## src/rtl/lpc_synth_filter.sv

```systemverilog
// All-pole LPC synthesis filter: one time-multiplexed MAC, shadow/active coefficient banks,
// circular output history. Define LPC_SYNTH_SAT_EN to clamp outputs instead of wrapping.
module lpc_synth_filter #(
  parameter int ORDER = 10,
  parameter int DW    = 16,
  parameter int CW    = 16,
  parameter int FRAC  = 13
) (
  input  logic                         clk,
  input  logic                         rst,
  input  logic                         in_valid,
  output logic                         in_ready,
  input  logic signed [DW-1:0]         x,
  input  logic                         coef_we,
  input  logic [$clog2(ORDER+1)-1:0]   coef_addr,
  input  logic signed [CW-1:0]         coef_wdata,
  input  logic                         coef_swap,
  output logic                         swap_pending,
  input  logic                         hist_clr,
  output logic signed [DW-1:0]         y,
  output logic                         vout,
  output logic                         sat
);

  localparam int CAW = $clog2(ORDER + 1);
  localparam int PW  = (ORDER > 1) ? $clog2(ORDER) : 1;
  localparam int PRW = DW + CW;
  localparam int AW  = DW + CW + CAW + 1;

  typedef enum logic [1:0] {IDLE, MAC, OUT} state_t;

  state_t                state_q, state_d;
  logic [CAW-1:0]        cnt_q, cnt_d;
  logic [PW-1:0]         ptr_q, rd_q, rd_d, newest;
  logic signed [DW-1:0]  x_q;
  logic signed [AW-1:0]  acc_q, acc_d, res, prod_ext;
  logic signed [PRW-1:0] prod;
  logic signed [DW-1:0]  mul_a;
  logic signed [CW-1:0]  mul_b;
  logic signed [CW-1:0]  shadow_q [ORDER+1];
  logic signed [CW-1:0]  active_q [ORDER+1];
  logic signed [DW-1:0]  hist_q   [ORDER];
  logic signed [DW-1:0]  y_q, y_new;
  logic                  vout_q, swap_pending_q, clr_pend_q;
  logic                  accept, push, commit, do_clr;

  assign in_ready     = (state_q != MAC);
  assign accept       = in_valid && in_ready;
  assign y            = y_q;
  assign vout         = vout_q;
  assign swap_pending = swap_pending_q;

  // The active bank is idle outside MAC, so a pending commit may land in OUT as well as IDLE;
  // with back-to-back samples OUT is the only sample boundary that ever occurs.
  assign commit = (state_q != MAC) && swap_pending_q;
  assign do_clr = (state_q == IDLE) && (hist_clr || clr_pend_q);

  // Most recent history slot; in OUT the current result is being written into ptr_q.
  assign newest = (state_q == OUT) ? ptr_q :
                  (ptr_q == '0) ? PW'(ORDER - 1) : ptr_q - 1'b1;

  assign mul_a    = (cnt_q == '0) ? x_q : hist_q[rd_q];
  assign mul_b    = active_q[cnt_q];
  assign prod     = mul_a * mul_b;
  assign prod_ext = {{(AW-PRW){prod[PRW-1]}}, prod};
  assign res      = acc_q >>> FRAC;

`ifdef LPC_SYNTH_SAT_EN
  localparam logic signed [AW-1:0] YMAX = {{(AW-DW+1){1'b0}}, {(DW-1){1'b1}}};
  localparam logic signed [AW-1:0] YMIN = {{(AW-DW+1){1'b1}}, {(DW-1){1'b0}}};
  logic sat_q, sat_new;

  always_comb begin
    sat_new = 1'b0;
    y_new   = res[DW-1:0];
    if (res > YMAX) begin
      y_new   = {1'b0, {(DW-1){1'b1}}};
      sat_new = 1'b1;
    end else if (res < YMIN) begin
      y_new   = {1'b1, {(DW-1){1'b0}}};
      sat_new = 1'b1;
    end
  end

  always_ff @(posedge clk) begin
    if (rst)       sat_q <= 1'b0;
    else if (push) sat_q <= sat_new;
  end

  assign sat = sat_q;
`else
  assign y_new = res[DW-1:0];
  assign sat   = 1'b0;
`endif

  always_comb begin
    state_d = state_q;
    cnt_d   = cnt_q;
    rd_d    = rd_q;
    acc_d   = acc_q;
    push    = 1'b0;
    unique case (state_q)
      IDLE: begin
        if (accept) begin
          state_d = MAC;
          cnt_d   = '0;
          acc_d   = '0;
          rd_d    = newest;
        end
      end
      MAC: begin
        if (cnt_q == '0) begin
          acc_d = acc_q + prod_ext;
        end else begin
          acc_d = acc_q - prod_ext;
          rd_d  = (rd_q == '0) ? PW'(ORDER - 1) : rd_q - 1'b1;
        end
        if (cnt_q == CAW'(ORDER)) state_d = OUT;
        else                      cnt_d   = cnt_q + 1'b1;
      end
      OUT: begin
        push = 1'b1;
        if (accept) begin
          state_d = MAC;
          cnt_d   = '0;
          acc_d   = '0;
          rd_d    = newest;
        end else begin
          state_d = IDLE;
        end
      end
      default: state_d = IDLE;
    endcase
  end

  always_ff @(posedge clk) begin
    if (rst) begin
      state_q        <= IDLE;
      cnt_q          <= '0;
      rd_q           <= '0;
      ptr_q          <= '0;
      acc_q          <= '0;
      x_q            <= '0;
      y_q            <= '0;
      vout_q         <= 1'b0;
      swap_pending_q <= 1'b0;
      clr_pend_q     <= 1'b0;
      for (int unsigned i = 0; i < ORDER + 1; i++) begin
        shadow_q[i] <= '0;
        active_q[i] <= '0;
      end
      for (int unsigned i = 0; i < ORDER; i++) hist_q[i] <= '0;
    end else begin
      state_q        <= state_d;
      cnt_q          <= cnt_d;
      rd_q           <= rd_d;
      acc_q          <= acc_d;
      vout_q         <= push;
      swap_pending_q <= (swap_pending_q && !commit) || coef_swap;
      clr_pend_q     <= (clr_pend_q || (hist_clr && state_q != IDLE)) && !do_clr;
      if (accept) x_q <= x;
      if (push)   y_q <= y_new;
      if (coef_we && coef_addr <= CAW'(ORDER)) shadow_q[coef_addr] <= coef_wdata;
      if (commit) begin
        for (int unsigned i = 0; i < ORDER + 1; i++) active_q[i] <= shadow_q[i];
      end
      if (do_clr) begin
        for (int unsigned i = 0; i < ORDER; i++) hist_q[i] <= '0;
      end else if (push) begin
        hist_q[ptr_q] <= y_new;
        ptr_q         <= (ptr_q == PW'(ORDER - 1)) ? '0 : ptr_q + 1'b1;
      end
    end
  end

endmodule

```

## config.mk

```make
export PLATFORM = sky130hd
export DESIGN_NAME = lpc_synth_filter
export DESIGN_NICKNAME = d
export VERILOG_FILES = /design/src/rtl/lpc_synth_filter.sv
export SDC_FILE = /design/constraint.sdc
export NUM_CORES = 2
export LEC_CHECK = 0
export CELL_PAD_IN_SITES_DETAIL_PLACEMENT = 0
export CELL_PAD_IN_SITES_GLOBAL_PLACEMENT = 1
export CORE_UTILIZATION = 45
export DETAILED_ROUTE_END_ITERATION = 16
export PLACE_DENSITY = 0.83
export SETUP_SLACK_MARGIN = 0.05
export SLEW_MARGIN = 30
export SYNTH_ARGS = -nofsm -noshare
export SYNTH_HDL_FRONTEND = slang
export SYNTH_SLANG_ARGS = --single-unit
```

## constraint.sdc

```tcl
create_clock -name clk -period 15 [get_ports clk]
set_input_delay 1.5 -clock clk [delete_from_list [all_inputs] [get_ports clk]]
set_output_delay 1.5 -clock clk [all_outputs]
set_load 0.02 [all_outputs]
```

==> results.md <==
- RSZ-0062 raised after global routing: false
- Max Buffers Root-to-Sink: 3
- Hold Path Class: reg2reg
- Fin util: 50.5%
- CTS Buf Count: 75
- Die height: roughly 300 µm
- Switching power: about 2800 µW
- Worst slew pin tran: roughly 1 ns
- Post-Route WL: slightly below 100000 µm
- Post_cts resized: 0
- Setup TNS: 0 ns
- WP data required: approximately 15 ns
- Final hold vios: 0
- Post-route cell area: 43800 µm²
- Sequential-to-total area share from yosys stat: 50.3%
- Max Cap Violations: 0
- Dpl cells: approximately 4.4k
- CP max stage cell: dfxtp_4
- Final period util: between 70% and 80%
- Sequential share of power: 31.4%
- Endpoints failing setup: 0
- Slew headroom: 29.7%
- Outcome: complete, no violations
- Final cell count without fillers: between 4k and 5k
- Area Overhead vs Synth: 11.2%
- FF+latch count, synth: between 600 and 700
- Final setup skew: about 0.027 ns
- Most frequent cells in the layout: 592 x edfxtp_1, 372 x nor2_1, 337 x inv_1
- Gate Count Post-Synth: 3296
- DP Worst Slack: roughly 3.4 ns
- Syn Area/Cell: 12.0 µm²
- CP max stage delay: ~0.73 ns
- Full die area: 88800 µm²
- Nets: about 3.7k
- First-pass GRT wire length: 149000 µm
- Hold_buf cts: 0
- CP Class: reg2reg
- GR Overflow Total: 0
- Syn_nets: about 3.7k
- Number of clock sinks: slightly below 700
- Detailed router's first-iteration violation count: around 2.5k
- Number of enable flip-flop cells after synthesis: 592
- Hold path start: y[1]
- First-pass DRT Iterations: 6
- CTS clk-pin slew, worst paths: 0.06 ns
- Clock power share: 24.4%
- Vias in the first global route: around 25k
- Sw Ratio: between 30 and 40%
- Filler cells: about 7.5k
- DRC: 0
- Cell Rows: between 100 and 150
- Initial antenna violation count: 4
- Clock root buffer: clkbuf_16
- CP Max Fanout: 36
- Leakage: around 0.017 µW
- Max VDD drop: around 0.18 mV
- Setup Buffers After CTS: 0
- Chip Width: 298 µm
- HPWL Detailed: between 60000 and 70000 µm
- I/O Buffers: 60
- H-tree lvl count: 3
- Final ANT Viol Nets: 0
- Initial core utilization: 45.4%
- I/O Pins: 62
- Largest net degree at the start of global routing: 89
- Core ar.: a little under 90000 µm²
- Antenna Cells: 0
- Crit. End Element: register
- Cell Area, Synth: a little under 40000 µm²
- Final min period: around 12 ns
- DR vias/cell: about 5.5
- Final worst slack: approximately 3.4 ns
- CTS tree: done
- FMAX: around 0.086 GHz
- GRT Overall Usage: 22.2%
- CP Launch Type: register
- Synth cell types: 70
- Synth async-reset ratio: 0%
- Routability congestion estimate: between 0.9 and 1
- Skew-Pair Late Insertion Delay: between 0.6 and 0.7 ns
- Yosys warns: 0
- Via Count: roughly 25k
- Internal cell power: 4580 µW
- Fin. max-slew vios: 0
- Placed instance area: around 41000 µm²
- Power per cell area: approximately 170 nW/µm²
- Combinational fraction of design power: 44.2%
- Share of post-route cells with drive strength above 1: 9.97%
- Crit path arrival time: between 10 and 15 ns
- Drt wl/cell: 21.6 µm
- Commonest non-fill, non-tap cell in the layout: edfxtp_1
- Top FF cell, synth: edfxtp_1
- Most used cell along the critical path: fa_1
worst max-delay path, delay by kind of cell (launching register included):
family	cells	cell delay, ns
flip-flops	1	0.73
buffers and inverters	6	1.23
multiplexers	2	1.14
AO/OA/AOI/OAI	13	2.60
AND/OR/NAND/NOR	5	1.41
XOR/XNOR	4	0.65
adder cells (fa/ha/maj)	8	3.63
through the flow:
step / power, µW / hold WS, ns
after global routing: 7810 / 0.471
after CTS: 7360 / 0.459
final: 7350 / 0.455
after global placement: 5520 / 0.446
after floorplan: 4780 / 0.436
after detailed placement: 5570 / 0.450
final cells by class:
class	instances	area [µm²]	share of cell area (%)
repair buffers	129	1130	2.57
clock inverters	30	308	0.702
clock buffers	104	2060	4.69
flip-flops and latches	694	19800	45.2
well taps	1155	1450	3.30
multi-input cells	2094	17800	40.6
inverters	338	1270	2.89
logic make-up after synthesis:
logic type               count (synthesis)  synth area share [%]
flip-flops                             694                  50.3
XOR/XNOR                                89                  1.98
buffers and inverters                  508                  4.88
other                                    1               0.00951
multiplexers                           160                  7.70
AO/OA/AOI/OAI                          324                  5.33
adder cells (fa/ha/maj)                350                  15.7
AND/OR/NAND/NOR                       1170                  14.2
synth_stat cells, types with 16 or more instances:
cell type | instances | area, µm²
nand2_1 | 302 | 1130
inv_1 | 337 | 1260
xor2_1 | 30 | 263
nor2b_1 | 37 | 231
and3_1 | 39 | 244
mux4_2 | 114 | 2570
a21oi_1 | 108 | 541
o21ai_0 | 58 | 290
nand2b_1 | 29 | 181
edfxtp_1 | 592 | 17800
nand3_1 | 16 | 80.1
clkbuf_1 | 148 | 556
a21o_1 | 25 | 188
fa_1 | 240 | 4800
xnor2_1 | 59 | 517
and2_1 | 303 | 1900
dfxtp_1 | 102 | 2040
o21a_1 | 24 | 180
nor2_1 | 379 | 1420
ha_1 | 110 | 1380
a22oi_1 | 17 | 128
mux2i_1 | 41 | 410
nor3_1 | 30 | 150
power groups by stage:
stage | combinational [µW] | sequential (µW) | clock [µW]
3_3_place_gp | 3180 | 2340 | 0
3_5_place_dp | 3220 | 2350 | 0
4_1_cts | 3240 | 2310 | 1810
5_1_grt | 3600 | 2320 | 1890
6_report | 3250 | 2310 | 1790
2_1_floorplan | 2490 | 2290 | 0
path summary, 6_finish.rpt:
kind                    end  slack, ns  cells after the start
setup reg to reg  acc_q[28]       3.40                     38
setup / recovery  acc_q[28]       3.40                     38
hold / removal         y[1]       0.46                      2
hold reg to reg        y[1]       0.46                      2
sequential cells by signal, indices dropped and copies added, names as in the netlist, named ones only:
signal / flops
active_q: 176
acc_q: 29
shadow_q: 176
clr_pend_q: 1
hist_q: 256
y: 16
vout: 1
state_q: 2
cnt_q: 4
rd_q: 4
x_q: 16
ptr_q: 4
swap_pending: 1
routing by layer:
metal | share of wire (%) | vias to the layer above | track usage [%] | wire [µm]
met2 | 47 | 989 | 35.4 | 46400
met3 | 8.9 | 146 | 4.54 | 8710
met1 | 42 | 12500 | 31.0 | 40900
met5 | 0 | - | 0 | 0
met4 | 2.2 | 0 | 5.98 | 2150
li1 | - | 11300 | - | -
Power figures use the tool's default switching activity.
